--- src/rtl/control_state_sequencer.sv ---
// control_state_sequencer: multi-cycle instruction sequencer producing the
// 4-bit STATE code for the PC/RAM decode stage. Includes a memory-ready
// handshake with timeout, halt/resume, a retired-instruction counter and a
// sticky fault state. All flops run on the rising edge of clock-tree bit 4
// and advance only when tick bit 2 is high; reset is synchronous.
module control_state_sequencer #(
  parameter int unsigned MEM_TIMEOUT = 15,
  parameter int unsigned CNT_WIDTH   = 16
) (
  input  logic [4:0]           LOGISIM_CLOCK_TREE_0,
  input  logic                 RESET,
  input  logic                 CPU_EN,
  input  logic                 IS_BRANCH,
  input  logic                 BRANCH_TAKEN,
  input  logic                 IS_MEM,
  input  logic                 IS_STORE,
  input  logic                 IS_HALT,
  input  logic                 MEM_READY,
  input  logic                 RESUME,
  output logic [3:0]           STATE,
  output logic                 INSTR_DONE,
  output logic [CNT_WIDTH-1:0] INSTR_COUNT,
  output logic                 HALTED,
  output logic                 FAULT
);

  typedef enum logic [3:0] {
    S_FETCH      = 4'h0,
    S_DECODE     = 4'h1,
    S_EXECUTE    = 4'h2,
    S_BRANCH     = 4'h3,
    S_MEM_SETUP  = 4'h4,
    S_MEM_ACCESS = 4'h5,
    S_MEM_WB     = 4'h6,
    S_HALT       = 4'h8,
    S_FAULT      = 4'hF
  } state_e;

  localparam logic [7:0]           TMO_LAST = 8'(MEM_TIMEOUT - 1);
  localparam logic [CNT_WIDTH-1:0] CNT_ONE  = CNT_WIDTH'(1);

  logic clk;
  logic tick;
  logic unused_tree;

  assign clk         = LOGISIM_CLOCK_TREE_0[4];
  assign tick        = LOGISIM_CLOCK_TREE_0[2];
  assign unused_tree = ^{LOGISIM_CLOCK_TREE_0[3], LOGISIM_CLOCK_TREE_0[1:0]};

  state_e               state_q, state_d;
  logic [7:0]           tmo_q, tmo_d;
  logic                 done_q;
  logic [CNT_WIDTH-1:0] cnt_q;
  logic                 retire;

  // State register: synchronous reset, advances only on a tick.
  always_ff @(posedge clk) begin
    if (RESET) begin
      state_q <= S_FETCH;
    end else if (tick) begin
      state_q <= state_d;
    end
  end

  // Timeout counter, retirement pulse and retired-instruction count.
  always_ff @(posedge clk) begin
    if (RESET) begin
      tmo_q  <= '0;
      done_q <= 1'b0;
      cnt_q  <= '0;
    end else if (tick) begin
      tmo_q  <= tmo_d;
      done_q <= retire;
      if (retire) begin
        cnt_q <= cnt_q + CNT_ONE;
      end
    end
  end

  // Next-state logic; the timeout compare uses the pre-increment count so a
  // limit of N yields exactly N ticks in MEM_ACCESS, and MEM_READY wins.
  always_comb begin
    state_d = state_q;
    tmo_d   = tmo_q;
    retire  = 1'b0;
    case (state_q)
      S_FETCH: begin
        if (CPU_EN) state_d = S_DECODE;
      end
      S_DECODE: begin
        if (IS_HALT) begin
          state_d = S_HALT;
          retire  = 1'b1;
        end else if (IS_BRANCH && BRANCH_TAKEN) begin
          state_d = S_BRANCH;
        end else if (IS_MEM) begin
          state_d = S_MEM_SETUP;
        end else begin
          state_d = S_EXECUTE;
        end
      end
      S_EXECUTE, S_BRANCH, S_MEM_WB: begin
        state_d = S_FETCH;
        retire  = 1'b1;
      end
      S_MEM_SETUP: begin
        state_d = S_MEM_ACCESS;
        tmo_d   = '0;
      end
      S_MEM_ACCESS: begin
        if (MEM_READY) begin
          if (IS_STORE) begin
            state_d = S_FETCH;
            retire  = 1'b1;
          end else begin
            state_d = S_MEM_WB;
          end
        end else begin
          tmo_d = tmo_q + 8'd1;
          if (tmo_q == TMO_LAST) state_d = S_FAULT;
        end
      end
      S_HALT: begin
        if (RESUME) state_d = S_FETCH;
      end
      S_FAULT: begin
        state_d = S_FAULT;
      end
      default: begin
        state_d = S_FAULT;
      end
    endcase
  end

  // Outputs decoded from registered state only.
  always_comb begin
    STATE       = state_q;
    HALTED      = (state_q == S_HALT);
    FAULT       = (state_q == S_FAULT);
    INSTR_DONE  = done_q;
    INSTR_COUNT = cnt_q;
  end

endmodule

--- config.mk ---
export PLATFORM = sky130hd
export DESIGN_NAME = control_state_sequencer
export DESIGN_NICKNAME = d
export VERILOG_FILES = /design/src/rtl/control_state_sequencer.sv
export SDC_FILE = /design/constraint.sdc
export NUM_CORES = 1
export LEC_CHECK = 0
export CORE_MARGIN = 2
export CORE_UTILIZATION = 20
export DETAILED_ROUTE_END_ITERATION = 12
export GPL_ROUTABILITY_DRIVEN = 0
export PLACE_DENSITY_LB_ADDON = 0.15
export SLEW_MARGIN = 5
export SYNTH_ARGS = -nofsm -noshare
export SYNTH_HDL_FRONTEND = slang
export SYNTH_SLANG_ARGS = --single-unit
--- constraint.sdc ---
create_clock -name LOGISIM_CLOCK_TREE_0 -period 2 [get_ports LOGISIM_CLOCK_TREE_0]
set_input_delay 0.3 -clock LOGISIM_CLOCK_TREE_0 [delete_from_list [all_inputs] [get_ports LOGISIM_CLOCK_TREE_0]]
set_output_delay 0.3 -clock LOGISIM_CLOCK_TREE_0 [all_outputs]
set_load 0.01 [all_outputs]
==> impl_results.html <==
<table>
<tr><th>Metric</th><th>Value</th></tr>
<tr><th colspan="2">Outcome</th></tr>
<tr><td>Run status</td><td>completed</td></tr>
<tr><th colspan="2">GRT</th></tr>
<tr><td>Total GRT Usage</td><td>0.131</td></tr>
<tr><td>Met2 Use GR</td><td>0.133</td></tr>
<tr><td>Wire length of the first global-routing pass</td><td>8.07 mm</td></tr>
<tr><td>Met3 track demand over resource</td><td>0.147</td></tr>
<tr><td>Global route hottest layer</td><td>met4</td></tr>
<tr><td>Met1 demand-to-capacity share in global routing</td><td>0.120</td></tr>
<tr><td>Initial antenna violation count</td><td>0</td></tr>
<tr><td>Overall overflow remaining after global route</td><td>0</td></tr>
<tr><td>Via count of the first global-routing pass</td><td>2041</td></tr>
<tr><td>Maximum number of pins on one net before global-route repair</td><td>22</td></tr>
<tr><th colspan="2">Detailed routing</th></tr>
<tr><td>Count of nets left with antenna violations after detail routing</td><td>0</td></tr>
<tr><td>DRC violation total after the first TritonRoute iteration</td><td>65</td></tr>
<tr><td>Final Routed Wirelength</td><td>5.00 mm</td></tr>
<tr><td>Number of remaining DRC errors</td><td>0</td></tr>
<tr><td>Vias per cell</td><td>4.84</td></tr>
<tr><td>Detail-routed net length per standard cell</td><td>13.9 um</td></tr>
<tr><td>Detailed-router iteration count before antenna repair</td><td>4</td></tr>
<tr><td>Vias after detailed routing</td><td>1739</td></tr>
<tr><th colspan="2">Final layout</th></tr>
<tr><td>Antenna Cells</td><td>0</td></tr>
<tr><td>Area delta synth-&gt;final</td><td>55.0%</td></tr>
<tr><td>Net count, final</td><td>269</td></tr>
<tr><td>Most common library cell in the layout ignoring fill and taps</td><td>sky130_fd_sc_hd__clkdlybuf4s50_1</td></tr>
<tr><td>Most used cells in the layout excluding fill and tap cells</td><td>sky130_fd_sc_hd__clkdlybuf4s50_1, sky130_fd_sc_hd__dfxtp_1, sky130_fd_sc_hd__clkbuf_8</td></tr>
<tr><td>Fill cell count</td><td>821</td></tr>
<tr><td>Final standard cell utilization of the core</td><td>0.323</td></tr>
<tr><td>Layout cell share with drive strength beyond 1</td><td>0.198</td></tr>
<tr><th colspan="2">Logic synthesis</th></tr>
<tr><td>Register area share after synthesis</td><td>0.357</td></tr>
<tr><td>Avg Cell Area, Syn</td><td>8.33 um2</td></tr>
<tr><td>Synth Register Bits</td><td>29</td></tr>
<tr><td>Synthesized area</td><td>1630 um2</td></tr>
<tr><td>Mapped Nets</td><td>212</td></tr>
<tr><td>Post-synth top flop</td><td>sky130_fd_sc_hd__dfxtp_1</td></tr>
<tr><td>Number of standard cells after synthesis</td><td>195</td></tr>
<tr><td>Yosys warning total</td><td>0</td></tr>
<tr><td>Number of synthesized flops with an enable pin</td><td>0</td></tr>
<tr><td>Synth cell types</td><td>48</td></tr>
<tr><td>FFs w/ async S/R, synth</td><td>0</td></tr>
<tr><th colspan="2">Timing</th></tr>
<tr><td>Setup repair after global routing missed its margin</td><td>no</td></tr>
<tr><td>Setup violators final</td><td>0</td></tr>
<tr><td>Slew at the pin with the worst max-slew slack</td><td>481 ps</td></tr>
<tr><td>Final Slew Violations</td><td>0</td></tr>
<tr><td>Final Hold Vio Count</td><td>0</td></tr>
<tr><td>Setup WS post-layout</td><td>56.9 ps</td></tr>
<tr><td>Setup Skew</td><td>8.96 ps</td></tr>
<tr><td>Relative max-transition margin</td><td>0.678</td></tr>
<tr><th colspan="2">Job</th></tr>
<tr><td>Maximum Capacitance Violations</td><td>0</td></tr>
<tr><th colspan="2">Power</th></tr>
<tr><td>Static Leak</td><td>0.920 nW</td></tr>
<tr><td>Max VDD drop</td><td>0.312 mV</td></tr>
<tr><td>Power per cell area</td><td>1010 nW/um2</td></tr>
<tr><th colspan="2">Worst setup path</th></tr>
<tr><td>Cell type group with the largest total delay on the critical path</td><td>buffers and inverters</td></tr>
<tr><td>Crit path kind</td><td>clock port to flop</td></tr>
<tr><td>Endpoint arrival time on the critical path</td><td>2130 ps</td></tr>
<tr><td>Worst reg-to-reg setup slack</td><td>150 ps</td></tr>
<tr><td>Stage delay of the slowest cell on the critical path</td><td>220 ps</td></tr>
<tr><td>R2R Path Start</td><td>STATE[2]$_SDFFE_PP0P_</td></tr>
<tr><td>Worst Setup SP</td><td>LOGISIM_CLOCK_TREE_0[2]</td></tr>
<tr><td>WP data required</td><td>2190 ps</td></tr>
<tr><td>Most repeated library cell on the critical path</td><td>sky130_fd_sc_hd__clkbuf_8</td></tr>
<tr><td>Category of the worst setup path launch point</td><td>clock port</td></tr>
<tr><td>Cell at the slowest stage of the critical path</td><td>sky130_fd_sc_hd__and4bb_4</td></tr>
<tr><td>Largest fanout on the critical path</td><td>6</td></tr>
<tr><td>Worst path buffer plus inverter count</td><td>4</td></tr>
<tr><td>Crit end category</td><td>flop</td></tr>
<tr><td>Crit path cell chain</td><td>clkbuf_8, clkbuf_8, and4bb_4, a31o_2, clkbuf_8, clkbuf_8, a311oi_1</td></tr>
<tr><th colspan="2">Floorplan</th></tr>
<tr><td>I/O pins</td><td>37</td></tr>
<tr><td>Site row count</td><td>32</td></tr>
<tr><td>Full die area</td><td>8860 um2</td></tr>
<tr><td>Floorplan core area</td><td>7810 um2</td></tr>
<tr><td>Overall die height</td><td>94.1 um</td></tr>
<tr><td>Initial cell density of the core</td><td>0.208</td></tr>
<tr><td>Die width</td><td>94.1 um</td></tr>
<tr><th colspan="2">CTS</th></tr>
<tr><td>CTS tree</td><td>yes</td></tr>
<tr><td>Clock transition at path regs</td><td>60 ps</td></tr>
<tr><td>Worst-skew pair later-pin latency</td><td>280 ps</td></tr>
<tr><th colspan="2">Placement</th></tr>
<tr><td>Dpl hpwl</td><td>3.09 mm</td></tr>
<tr><td>Minimum setup slack after placement</td><td>-263 ps</td></tr>
<tr><td>Number of buffers inserted by port buffering</td><td>32</td></tr>
<tr><th colspan="2">Hold path</th></tr>
<tr><td>Hold Crit Start</td><td>LOGISIM_CLOCK_TREE_0[2]</td></tr>
<tr><td>Worst Hold Class</td><td>clock port to flop</td></tr>
</table>
-- layout make-up --
| type | instances | area (um2) | share of cell area |
|---|---|---|---|
| inverter | 4 | 15.0 | 0.00596 |
| tap | 102 | 128 | 0.0507 |
| multi-input combinational | 149 | 992 | 0.394 |
| timing repair buffer | 42 | 409 | 0.162 |
| clock buffer | 29 | 364 | 0.145 |
| sequential | 29 | 582 | 0.231 |
| clock inverter | 4 | 28.8 | 0.0114 |
-- state kept, by name, summed over array words and instances (netlist names) --
register,count
INSTR_DONE,1
INSTR_COUNT,16
tmo_q,8
STATE,4
-- synthesized netlist by cell type (5+ instances only) --
cell type                 count  area, um2
sky130_fd_sc_hd__o21ai_0      5       25.0
sky130_fd_sc_hd__nand3_1     10       50.1
sky130_fd_sc_hd__inv_1        5       18.8
sky130_fd_sc_hd__nand2_1     14       52.6
sky130_fd_sc_hd__nand4_1      6       37.5
sky130_fd_sc_hd__nor2b_1      7       43.8
sky130_fd_sc_hd__a21oi_1     19       95.1
sky130_fd_sc_hd__nor2_1      15       56.3
sky130_fd_sc_hd__o31ai_1      7       52.6
sky130_fd_sc_hd__dfxtp_1     29        581
sky130_fd_sc_hd__or3_1        7       43.8
sky130_fd_sc_hd__or4_1        7       52.6
-- worst paths after layout --
check                           depth (start not counted)                       to
worst max-delay path                                    7    tmo_q[1]$_SDFFE_PP0P_
worst max register to register                          7    tmo_q[6]$_SDFFE_PP0P_
worst min-delay path                                    6  INSTR_DONE$_SDFFE_PP0P_
worst min register to register                          2  INSTR_DONE$_SDFFE_PP0P_
-- power by group --
group	switching (mW)	leakage [nW]	internal, mW
Sequential	0.0565	0.235	0.632
Clock	0.552	0.363	0.879
Combinational	0.215	0.322	0.202
Total	0.823	0.920	1.71
-- what timing repair did --
item,CTS,global route
pin swaps,1,1
cloned,1,0
endpoints found under the setup margin,15,14
setup buffers,1,0
hold buffers,0,0
gates resized for setup,6,8
-- through the flow --
stage | hold WS [ps] | TNS (ps) | std cells | total power [mW] | cell area, um2
global route | 231 | 0 | 359 | 2.72 | 2520
finish | 222 | 0 | 359 | 2.54 | 2520
detailed placement | 182 | -2240 | 327 | 1.35 | 2090
floorplan | 183 | 0 | 195 | 1.21 | 1630
CTS | 215 | 0 | 359 | 2.54 | 2490
global placement | 182 | -2110 | 327 | 1.36 | 2090
-- cells by family after synthesis --
group | Yosys count | synth area share
xor gates and xnor gates | 6 | 0.0323
muxes | 6 | 0.0400
and+or+nand+nor | 88 | 0.306
adders and majority gates | 3 | 0.0231
AOI/OAI and AO/OA | 46 | 0.186
buffers and inverters | 17 | 0.0554
DFF | 29 | 0.357
-- worst min-delay path: cells and delay by family --
| kind | cells | cell delay [ps] |
|---|---|---|
| buffers and inverters | 4 | 340 |
| and+or+nand+nor | 1 | 50 |
| AOI/OAI and AO/OA | 1 | 50 |
-- metal layers --
| metal | part of all wire | up-vias |
|---|---|---|
| met2 | 0.44 | 75 |
| met5 | 0 | - |
| met1 | 0.44 | 800 |
| met4 | 0.027 | 0 |
| li1 | - | 845 |
| met3 | 0.096 | 19 |
Power figures use the tool's default switching activity.
